`src/rtl/elevator_call_scheduler_if.sv`:
```
// Call / position / command bundle between the elevator controller and the SCAN scheduler.
// ELEV_FIRE_RECALL_EN adds the fire_recall level input.
interface elevator_call_scheduler_if #(
    parameter int FLOOR_W = 2
);
    logic               call_valid;
    logic [FLOOR_W-1:0] call_floor;
    logic               call_dir;
    logic [FLOOR_W-1:0] actual_floor;
    logic               floor_strobe;
`ifdef ELEV_FIRE_RECALL_EN
    logic               fire_recall;
`endif
    logic [FLOOR_W-1:0] target_floor;
    logic               motor_up;
    logic               motor_down;
    logic               door_open;
    logic               preempt;
    logic               call_err;
    logic               busy;

`ifdef ELEV_FIRE_RECALL_EN
    modport master (
        output call_valid, call_floor, call_dir, actual_floor, floor_strobe, fire_recall,
        input  target_floor, motor_up, motor_down, door_open, preempt, call_err, busy
    );
    modport slave (
        input  call_valid, call_floor, call_dir, actual_floor, floor_strobe, fire_recall,
        output target_floor, motor_up, motor_down, door_open, preempt, call_err, busy
    );
`else
    modport master (
        output call_valid, call_floor, call_dir, actual_floor, floor_strobe,
        input  target_floor, motor_up, motor_down, door_open, preempt, call_err, busy
    );
    modport slave (
        input  call_valid, call_floor, call_dir, actual_floor, floor_strobe,
        output target_floor, motor_up, motor_down, door_open, preempt, call_err, busy
    );
`endif
endinterface

```
`src/rtl/elevator_call_scheduler.sv`:
```
// SCAN elevator scheduler: per-floor up/down hall-call bitmaps, sweep direction, door dwell.
// Optional fire-service recall is compiled in with ELEV_FIRE_RECALL_EN.
module elevator_call_scheduler #(
    parameter int FLOORS       = 4,
    parameter int FLOOR_W      = 2,
    parameter int DWELL_CYCLES = 8
) (
    input  logic                       clk,
    input  logic                       rst_n,
    elevator_call_scheduler_if.slave   bus
);

    localparam logic [1:0] S_IDLE = 2'd0;
    localparam logic [1:0] S_UP   = 2'd1;
    localparam logic [1:0] S_DOWN = 2'd2;
    localparam logic [1:0] S_DOOR = 2'd3;

    localparam int DWELL_W = (DWELL_CYCLES > 1) ? $clog2(DWELL_CYCLES) : 1;
    localparam logic [DWELL_W-1:0] DWELL_LOAD = DWELL_W'(DWELL_CYCLES - 1);
    localparam logic [FLOOR_W:0]   FLOORS_C   = FLOORS[FLOOR_W:0];

    // Lowest pending floor above a (or at a when incl); MSB flags a hit.
    function automatic logic [FLOOR_W:0] find_up(input logic [FLOORS-1:0] p,
                                                 input logic [FLOOR_W-1:0] a,
                                                 input logic incl);
        logic [FLOOR_W:0] r;
        r = '0;
        for (int f = FLOORS - 1; f >= 0; f--) begin
            if (p[f] && ((FLOOR_W'(f) > a) || (incl && (FLOOR_W'(f) == a)))) begin
                r = {1'b1, FLOOR_W'(f)};
            end
        end
        return r;
    endfunction

    // Highest pending floor below a (or at a when incl); MSB flags a hit.
    function automatic logic [FLOOR_W:0] find_dn(input logic [FLOORS-1:0] p,
                                                 input logic [FLOOR_W-1:0] a,
                                                 input logic incl);
        logic [FLOOR_W:0] r;
        r = '0;
        for (int f = 0; f < FLOORS; f++) begin
            if (p[f] && ((FLOOR_W'(f) < a) || (incl && (FLOOR_W'(f) == a)))) begin
                r = {1'b1, FLOOR_W'(f)};
            end
        end
        return r;
    endfunction

    logic [1:0]         state_q, state_d;
    logic [FLOORS-1:0]  up_req_q, up_req_d;
    logic [FLOORS-1:0]  dn_req_q, dn_req_d;
    logic               dir_last_q, dir_last_d;
    logic [DWELL_W-1:0] dwell_q, dwell_d;
    logic [FLOOR_W-1:0] target_q, target_d;
    logic               preempt_q, preempt_d;
    logic               call_err_q, call_err_d;
    logic               motor_up_q, motor_down_q, door_open_q, busy_q;
`ifdef ELEV_FIRE_RECALL_EN
    logic               recall_q, recall_d;
`endif

    logic               in_range_s;
    logic               call_ok_s;
    logic [FLOORS-1:0]  call_hit_s;
    logic [FLOORS-1:0]  act_hot_s;
    logic [FLOORS-1:0]  up_m_s, dn_m_s, pend_m_s;
    logic [FLOOR_W:0]   up_str_s, dn_str_s, up_inc_s, dn_inc_s;
    logic [1:0]         dep_state_s;
    logic               dep_dir_s;
    logic [FLOOR_W-1:0] dep_tgt_s;

    // Decode the incoming call and cabin position into one-hot floor masks.
    always_comb begin
        in_range_s = ({1'b0, bus.call_floor} < FLOORS_C);
`ifdef ELEV_FIRE_RECALL_EN
        call_ok_s  = bus.call_valid && in_range_s && !bus.fire_recall;
`else
        call_ok_s  = bus.call_valid && in_range_s;
`endif
        for (int f = 0; f < FLOORS; f++) begin
            call_hit_s[f] = call_ok_s && (bus.call_floor == FLOOR_W'(f));
            act_hot_s[f]  = (bus.actual_floor == FLOOR_W'(f));
        end
    end

    // Merge this cycle's call so IDLE can launch the motor one cycle after the strobe.
    always_comb begin
        up_m_s   = up_req_q | (bus.call_dir ? call_hit_s : {FLOORS{1'b0}});
        dn_m_s   = dn_req_q | (bus.call_dir ? {FLOORS{1'b0}} : call_hit_s);
        pend_m_s = up_m_s | dn_m_s;
        up_str_s = find_up(pend_m_s, bus.actual_floor, 1'b0);
        dn_str_s = find_dn(pend_m_s, bus.actual_floor, 1'b0);
        up_inc_s = find_up(pend_m_s, bus.actual_floor, 1'b1);
        dn_inc_s = find_dn(pend_m_s, bus.actual_floor, 1'b1);
    end

    // Departure choice shared by IDLE and end of dwell: keep sweeping, else reverse, else rest.
    always_comb begin
        dep_state_s = S_IDLE;
        dep_dir_s   = dir_last_q;
        dep_tgt_s   = target_q;
        if (dir_last_q) begin
            if (up_str_s[FLOOR_W]) begin
                dep_state_s = S_UP;
                dep_tgt_s   = up_str_s[FLOOR_W-1:0];
            end else if (dn_str_s[FLOOR_W]) begin
                dep_state_s = S_DOWN;
                dep_dir_s   = 1'b0;
                dep_tgt_s   = dn_str_s[FLOOR_W-1:0];
            end else begin
                dep_state_s = S_IDLE;
            end
        end else begin
            if (dn_str_s[FLOOR_W]) begin
                dep_state_s = S_DOWN;
                dep_tgt_s   = dn_str_s[FLOOR_W-1:0];
            end else if (up_str_s[FLOOR_W]) begin
                dep_state_s = S_UP;
                dep_dir_s   = 1'b1;
                dep_tgt_s   = up_str_s[FLOOR_W-1:0];
            end else begin
                dep_state_s = S_IDLE;
            end
        end
    end

    // Main next-state logic: FSM, bitmap update, dwell counter, preempt and error pulses.
    always_comb begin
        state_d    = state_q;
        up_req_d   = up_m_s;
        dn_req_d   = dn_m_s;
        dir_last_d = dir_last_q;
        dwell_d    = dwell_q;
        target_d   = target_q;
        preempt_d  = 1'b0;
        call_err_d = bus.call_valid && !in_range_s;
`ifdef ELEV_FIRE_RECALL_EN
        recall_d   = bus.fire_recall;
        if (bus.fire_recall) begin
            call_err_d = 1'b0;
        end else begin
            call_err_d = bus.call_valid && !in_range_s;
        end
`endif
        case (state_q)
            S_IDLE: begin
                if (|(pend_m_s & act_hot_s)) begin
                    state_d  = S_DOOR;
                    up_req_d = up_m_s & ~act_hot_s;
                    dn_req_d = dn_m_s & ~act_hot_s;
                    dwell_d  = DWELL_LOAD;
                    target_d = bus.actual_floor;
                end else begin
                    state_d    = dep_state_s;
                    dir_last_d = dep_dir_s;
                    target_d   = dep_tgt_s;
                end
            end
            S_UP: begin
                if (bus.floor_strobe && (bus.actual_floor == target_q)) begin
                    state_d  = S_DOOR;
                    up_req_d = up_m_s & ~act_hot_s;
                    dn_req_d = dn_m_s & ~act_hot_s;
                    dwell_d  = DWELL_LOAD;
                end else begin
                    if (up_inc_s[FLOOR_W]) begin
                        target_d = up_inc_s[FLOOR_W-1:0];
                    end else begin
                        target_d = target_q;
                    end
                    preempt_d = call_ok_s && (bus.call_floor > bus.actual_floor)
                                && (bus.call_floor < target_q);
                end
            end
            S_DOWN: begin
                if (bus.floor_strobe && (bus.actual_floor == target_q)) begin
                    state_d  = S_DOOR;
                    up_req_d = up_m_s & ~act_hot_s;
                    dn_req_d = dn_m_s & ~act_hot_s;
                    dwell_d  = DWELL_LOAD;
                end else begin
                    if (dn_inc_s[FLOOR_W]) begin
                        target_d = dn_inc_s[FLOOR_W-1:0];
                    end else begin
                        target_d = target_q;
                    end
                    preempt_d = call_ok_s && (bus.call_floor < bus.actual_floor)
                                && (bus.call_floor > target_q);
                end
            end
            S_DOOR: begin
                // A call for the open floor is absorbed here and only stretches the dwell.
                up_req_d = up_m_s & ~act_hot_s;
                dn_req_d = dn_m_s & ~act_hot_s;
                if (|(call_hit_s & act_hot_s)) begin
                    dwell_d = DWELL_LOAD;
                end else if (dwell_q != '0) begin
                    dwell_d = dwell_q - DWELL_W'(1);
                end else begin
                    state_d    = dep_state_s;
                    dir_last_d = dep_dir_s;
                    target_d   = dep_tgt_s;
                end
            end
            default: begin
                state_d = S_IDLE;
            end
        endcase
`ifdef ELEV_FIRE_RECALL_EN
        if (bus.fire_recall) begin
            up_req_d  = '0;
            dn_req_d  = '0;
            target_d  = '0;
            preempt_d = 1'b0;
            dwell_d   = '0;
            if ((state_q == S_DOWN) ? (bus.floor_strobe && (bus.actual_floor == '0))
                                    : ((state_q != S_UP) && (bus.actual_floor == '0))) begin
                state_d = S_DOOR;
            end else begin
                state_d = S_DOWN;
            end
        end else if (recall_q) begin
            state_d   = S_IDLE;
            up_req_d  = '0;
            dn_req_d  = '0;
            preempt_d = 1'b0;
            dwell_d   = '0;
        end else begin
            recall_d = 1'b0;
        end
`endif
    end

    // State and output registers; commands are decoded from the next state so they leave a flop.
    always_ff @(posedge clk or negedge rst_n) begin
        if (!rst_n) begin
            state_q      <= S_IDLE;
            up_req_q     <= '0;
            dn_req_q     <= '0;
            dir_last_q   <= 1'b1;
            dwell_q      <= '0;
            target_q     <= '0;
            preempt_q    <= 1'b0;
            call_err_q   <= 1'b0;
            motor_up_q   <= 1'b0;
            motor_down_q <= 1'b0;
            door_open_q  <= 1'b0;
            busy_q       <= 1'b0;
`ifdef ELEV_FIRE_RECALL_EN
            recall_q     <= 1'b0;
`endif
        end else begin
            state_q      <= state_d;
            up_req_q     <= up_req_d;
            dn_req_q     <= dn_req_d;
            dir_last_q   <= dir_last_d;
            dwell_q      <= dwell_d;
            target_q     <= target_d;
            preempt_q    <= preempt_d;
            call_err_q   <= call_err_d;
            motor_up_q   <= (state_d == S_UP);
            motor_down_q <= (state_d == S_DOWN);
            door_open_q  <= (state_d == S_DOOR);
            busy_q       <= (state_d != S_IDLE) || (|(up_req_d | dn_req_d));
`ifdef ELEV_FIRE_RECALL_EN
            recall_q     <= recall_d;
`endif
        end
    end

    assign bus.target_floor = target_q;
    assign bus.motor_up     = motor_up_q;
    assign bus.motor_down   = motor_down_q;
    assign bus.door_open    = door_open_q;
    assign bus.preempt      = preempt_q;
    assign bus.call_err     = call_err_q;
    assign bus.busy         = busy_q;

endmodule

```
`src/flat_wrapper.sv`:
```
// flat-port wrapper written by rule: the top's interface ports become plain ports
module elevator_call_scheduler_flat 
#(
    parameter int FLOORS       = 4,
    parameter int FLOOR_W      = 2,
    parameter int DWELL_CYCLES = 8
)
  (clk, rst_n, bus_call_valid, bus_call_floor, bus_call_dir, bus_actual_floor, bus_floor_strobe, bus_target_floor, bus_motor_up, bus_motor_down, bus_door_open, bus_preempt, bus_call_err, bus_busy);
  elevator_call_scheduler_if #(.FLOOR_W(FLOOR_W)) bus_i ();
  input  logic clk;
  input  logic rst_n;
  input wire logic [$bits(bus_i.call_valid)-1:0] bus_call_valid;
  input wire logic [$bits(bus_i.call_floor)-1:0] bus_call_floor;
  input wire logic [$bits(bus_i.call_dir)-1:0] bus_call_dir;
  input wire logic [$bits(bus_i.actual_floor)-1:0] bus_actual_floor;
  input wire logic [$bits(bus_i.floor_strobe)-1:0] bus_floor_strobe;
  output wire logic [$bits(bus_i.target_floor)-1:0] bus_target_floor;
  output wire logic [$bits(bus_i.motor_up)-1:0] bus_motor_up;
  output wire logic [$bits(bus_i.motor_down)-1:0] bus_motor_down;
  output wire logic [$bits(bus_i.door_open)-1:0] bus_door_open;
  output wire logic [$bits(bus_i.preempt)-1:0] bus_preempt;
  output wire logic [$bits(bus_i.call_err)-1:0] bus_call_err;
  output wire logic [$bits(bus_i.busy)-1:0] bus_busy;
  assign bus_i.call_valid = bus_call_valid;
  assign bus_i.call_floor = bus_call_floor;
  assign bus_i.call_dir = bus_call_dir;
  assign bus_i.actual_floor = bus_actual_floor;
  assign bus_i.floor_strobe = bus_floor_strobe;
  assign bus_target_floor = bus_i.target_floor;
  assign bus_motor_up = bus_i.motor_up;
  assign bus_motor_down = bus_i.motor_down;
  assign bus_door_open = bus_i.door_open;
  assign bus_preempt = bus_i.preempt;
  assign bus_call_err = bus_i.call_err;
  assign bus_busy = bus_i.busy;
  elevator_call_scheduler #(.FLOORS(FLOORS), .FLOOR_W(FLOOR_W), .DWELL_CYCLES(DWELL_CYCLES)) u_core (.clk(clk), .rst_n(rst_n), .bus(bus_i));
endmodule
```
`config.mk`:
```
export PLATFORM = sky130hd
export DESIGN_NAME = elevator_call_scheduler_flat
export DESIGN_NICKNAME = d
export VERILOG_FILES = /design/src/rtl/elevator_call_scheduler_if.sv /design/src/rtl/elevator_call_scheduler.sv /design/src/flat_wrapper.sv
export SDC_FILE = /design/constraint.sdc
export NUM_CORES = 1
export LEC_CHECK = 0
export CORE_MARGIN = 8
export CORE_UTILIZATION = 60
export DETAILED_ROUTE_END_ITERATION = 16
export HOLD_SLACK_MARGIN = 0.1
export PLACE_DENSITY_LB_ADDON = 0.1
export SYNTH_ARGS = -nofsm -noshare
export SYNTH_HDL_FRONTEND = slang
export SYNTH_SLANG_ARGS = --single-unit
export TNS_END_PERCENT = 10
```
`constraint.sdc`:
```
create_clock -name clk -period 4.4 [get_ports clk]
set_clock_uncertainty 0.05 [all_clocks]
set_input_delay 0.44 -clock clk [delete_from_list [all_inputs] [get_ports clk]]
set_output_delay 0.44 -clock clk [all_outputs]
set_load 0.02 [all_outputs]
```
==> results.py <==
metrics = {
    "worst_hold_path": {
        "min_path_type": "flip-flop to flip-flop",
    },
    "setup_path": {
        "r2r_cells": 7,
        "max_stage_delay_ps": 750,
        "path_class": "primary input to flip-flop",
        "worstReg2RegStart": "u_core.up_req_q[3]",
        "critPathLaunch": "bus_call_floor[1]",
        "crit_fanout": 12,
        "worstSetupEndpoint": "u_core.bus.motor_up",
        "cp_cell_sequence": "clkdlybuf4s50_1, and3b_2, nor3_4, o221ai_2, a22o_1, or4_1, a22o_2, nor2b_1",
        "critPathRequiredTime_ps": 4550,
        "r2r_end": "u_core.bus.motor_up",
        "critPathSlowestCell": "clkdlybuf4s50_1",
        "crit_path_end_kind": "flip-flop",
        "reg2reg_slack_ps": 1900,
        "startpoint_type": "primary input",
        "arrival_ps": 3150,
    },
    "sta": {
        "max_slew.worst_pin.slew_ps": 920.4,
        "fin_setup_tns_ps": 0,
        "finalSetupViolations": 0,
        "fmax_mhz": 333.3,
        "finalHoldViolations": 0,
        "layout_worst_path_cycle_share_pct": 68.19,
        "slew_violations": 0,
        "rsz0062_at_grt": "no",
        "period_minus_slack_ps": 3000,
        "relSlewSlack_pct": 38.45,
    },
    "synthesis": {
        "synthesis.area_um2": 1723,
        "synthFlopType": "dfrtp_1",
        "async_flop_share_pct": 100.0,
        "ys_seq_area_share_pct": 30.57,
        "synth.distinct_cells": 60,
        "synth_top_family_by_area": "compound AO/OA/AOI/OAI gates",
        "syn_avg_cell_area_um2": 8.404,
        "synth_edf_count": 0,
        "ys_ff_latch": 21,
        "synth-adder-area-share_pct": 7.262,
        "synth_xor_xnor_area_share_pct": 2.033,
        "synthSimpleGateAreaFrac_pct": 22.00,
        "ys_warn_count": 0,
        "syn_nets": 224,
        "syn_inst": 205,
        "synth_compound_area_share_pct": 30.21,
        "synth_mux_area_share_pct": 0,
    },
    "floorplanning": {
        "core_area_um2": 2734,
        "die_w_um": 69.59,
        "die_area_um2": 4842,
        "rows": 19,
        "fp.dieH_um": 69.59,
        "start_util_pct": 63.02,
        "pin_count": 17,
    },
    "finish": {
        "final_layout_size_suffix_gt1_share_pct": 9.722,
        "stdcell_count": 247,
        "multi_input_area_um2": 1064,
        "regArea_um2": 526.8,
        "nFillCells": 236,
        "n_antenna_cell": 0,
        "final_cell_mix": "nand2_1 (22), nor2_1 (22), dfrtp_1 (20), a21oi_1 (16)",
        "layout.nets": 236,
        "final_cell_area_um2": 1874,
        "area_delta_synth_final_pct": 8.787,
    },
    "power": {
        "leakage_nw": 0.8146,
        "irDropWorstVdd_mv": 0.6312,
        "power.density_nw_per_um2": 755.1,
    },
    "clock_network": {
        "htreeDepth": 1,
        "clkTransAtPathRegs_ps": 120,
        "clock_latency_ps": 320,
        "post_cts_resized": 0,
        "postCtsHoldBufs": 0,
        "cts_tree": "yes",
        "cts_buffers": 3,
        "postCtsSetupBuffers": 0,
        "clock_sinks": 21,
        "cts_max_path_buffers": 2,
        "cts_root_buffer": "clkbuf_4",
    },
    "detailed_routing": {
        "drt_iter0_drc": 174,
        "drt-wirelength-per-cell_um": 17.23,
        "routed_wl_mm": 4.256,
        "vias": 1638,
        "met1_length_mm": 1.795,
        "drt_first_pass_iters": 4,
        "maxUsedRoutingLayer": "met4",
        "dr_wl_met2_mm": 2.020,
        "wl_met3_um": 370,
        "routed_via_density": 6.632,
        "drc_errors": 0,
        "ant_nets": 0,
    },
    "flow_run": {
        "drv_cap": 0,
    },
    "grt": {
        "grt_overflow": 0,
        "antenna_found_initial": 0,
        "grt_pass1_wl_mm": 7.334,
        "grt_use_total_pct": 17.95,
        "grt_pass1_vias": 1528,
        "grt_max_degree": 22,
    },
    "status": {
        "status": "complete, no violations",
    },
    "placed_design": {
        "port_buffers": 15,
        "hpwlAfterDp_mm": 3.257,
        "gp_congestion": 0.9039,
        "dp.cells": 243,
        "dpl_cell_area_um2": 1847,
    },
}
-- flip-flops by register name (all words and copies together), names as in the netlist --
name / flops
u_core.bus.busy: 1
u_core.bus.door_open: 1
u_core.bus.motor_down: 1
u_core.bus.motor_up: 1
u_core.bus.preempt: 1
u_core.bus.target_floor: 2
u_core.dir_last_q: 1
u_core.dn_req_q: 4
u_core.dwell_q: 3
u_core.state_q: 2
u_core.up_req_q: 4
-- worst min-delay path by stage --
stage / from / endpoint / slack (ps) / cells past startpoint
floorplan: rst_n / u_core.bus.busy / 90 / 0
global placement: u_core.dwell_q[0] / u_core.dwell_q[0] / 400 / 1
detailed placement: u_core.dwell_q[0] / u_core.dwell_q[0] / 420 / 1
CTS: u_core.dwell_q[0] / u_core.dwell_q[0] / 440 / 1
global route: u_core.dwell_q[0] / u_core.dwell_q[0] / 480 / 1
finish: u_core.dwell_q[0] / u_core.dwell_q[0] / 440 / 1
-- worst max-delay path, delay by kind of cell --
kind,cells,cell delay [ps]
buffers and inverters,1,750
AND/OR/NAND/NOR,4,1150
AO/OA/AOI/OAI,3,810
-- cell usage after synthesis, drive strengths merged (4+ instances only) --
| cell | instances | area, µm² |
|---|---|---|
| xnor2 | 4 | 35.03 |
| a21oi | 16 | 80.08 |
| dfrtp | 20 | 500.5 |
| nand3 | 6 | 30.03 |
| o22a | 5 | 46.30 |
| buf | 5 | 36.28 |
| clkbuf | 4 | 35.04 |
| nor2 | 22 | 82.58 |
| inv | 14 | 52.55 |
| o21ai | 16 | 83.83 |
| nand2 | 22 | 82.58 |
| ha | 10 | 125.1 |
| nor3 | 7 | 46.30 |
-- power by group --
group | internal [mW] | total (mW) | switching, mW
Sequential | 0.273 | 0.355 | 0.0815
Clock | 0.0341 | 0.0985 | 0.0644
Combinational | 0.406 | 0.962 | 0.556
Total | 0.713 | 1.42 | 0.702
-- logic make-up after synthesis --
logic type | Yosys count
adders and majority gates | 10
other | 1
xor gates and xnor gates | 4
and+or+nand+nor | 76
DFF | 21
AOI/OAI and AO/OA | 69
buffers and inverters | 24
-- per-stage QoR --
| step | util (%) | hold WS, ps | power (mW) | setup WS [ps] |
|---|---|---|---|---|
| 2_1_floorplan | - | 94.41 | 1.052 | 1951 |
| 3_3_place_gp | 67.55 | 402.6 | 1.281 | 1202 |
| 3_5_place_dp | 67.55 | 418.4 | 1.300 | 1105 |
| 4_1_cts | 68.56 | 435.3 | 1.406 | 1443 |
| 5_1_grt | 68.56 | 475.9 | 1.531 | 1348 |
| 6_report | 68.56 | 437.9 | 1.415 | 1400 |
-- layout make-up --
class | count | area share [%]
multi-input cells | 160 | 56.74
flip-flops and latches | 21 | 28.10
repair buffers | 17 | 8.812
inverters | 14 | 2.804
well taps | 31 | 2.069
clock buffers | 3 | 1.202
clock inverters | 1 | 0.2670
-- per-layer routing --
layer  vias up  track usage (%)
met2        84            28.38
met4         0            6.378
li1        767                -
met1       776            23.58
met3        11            3.433
met5         -                0
(Power assumes the default switching activity.)
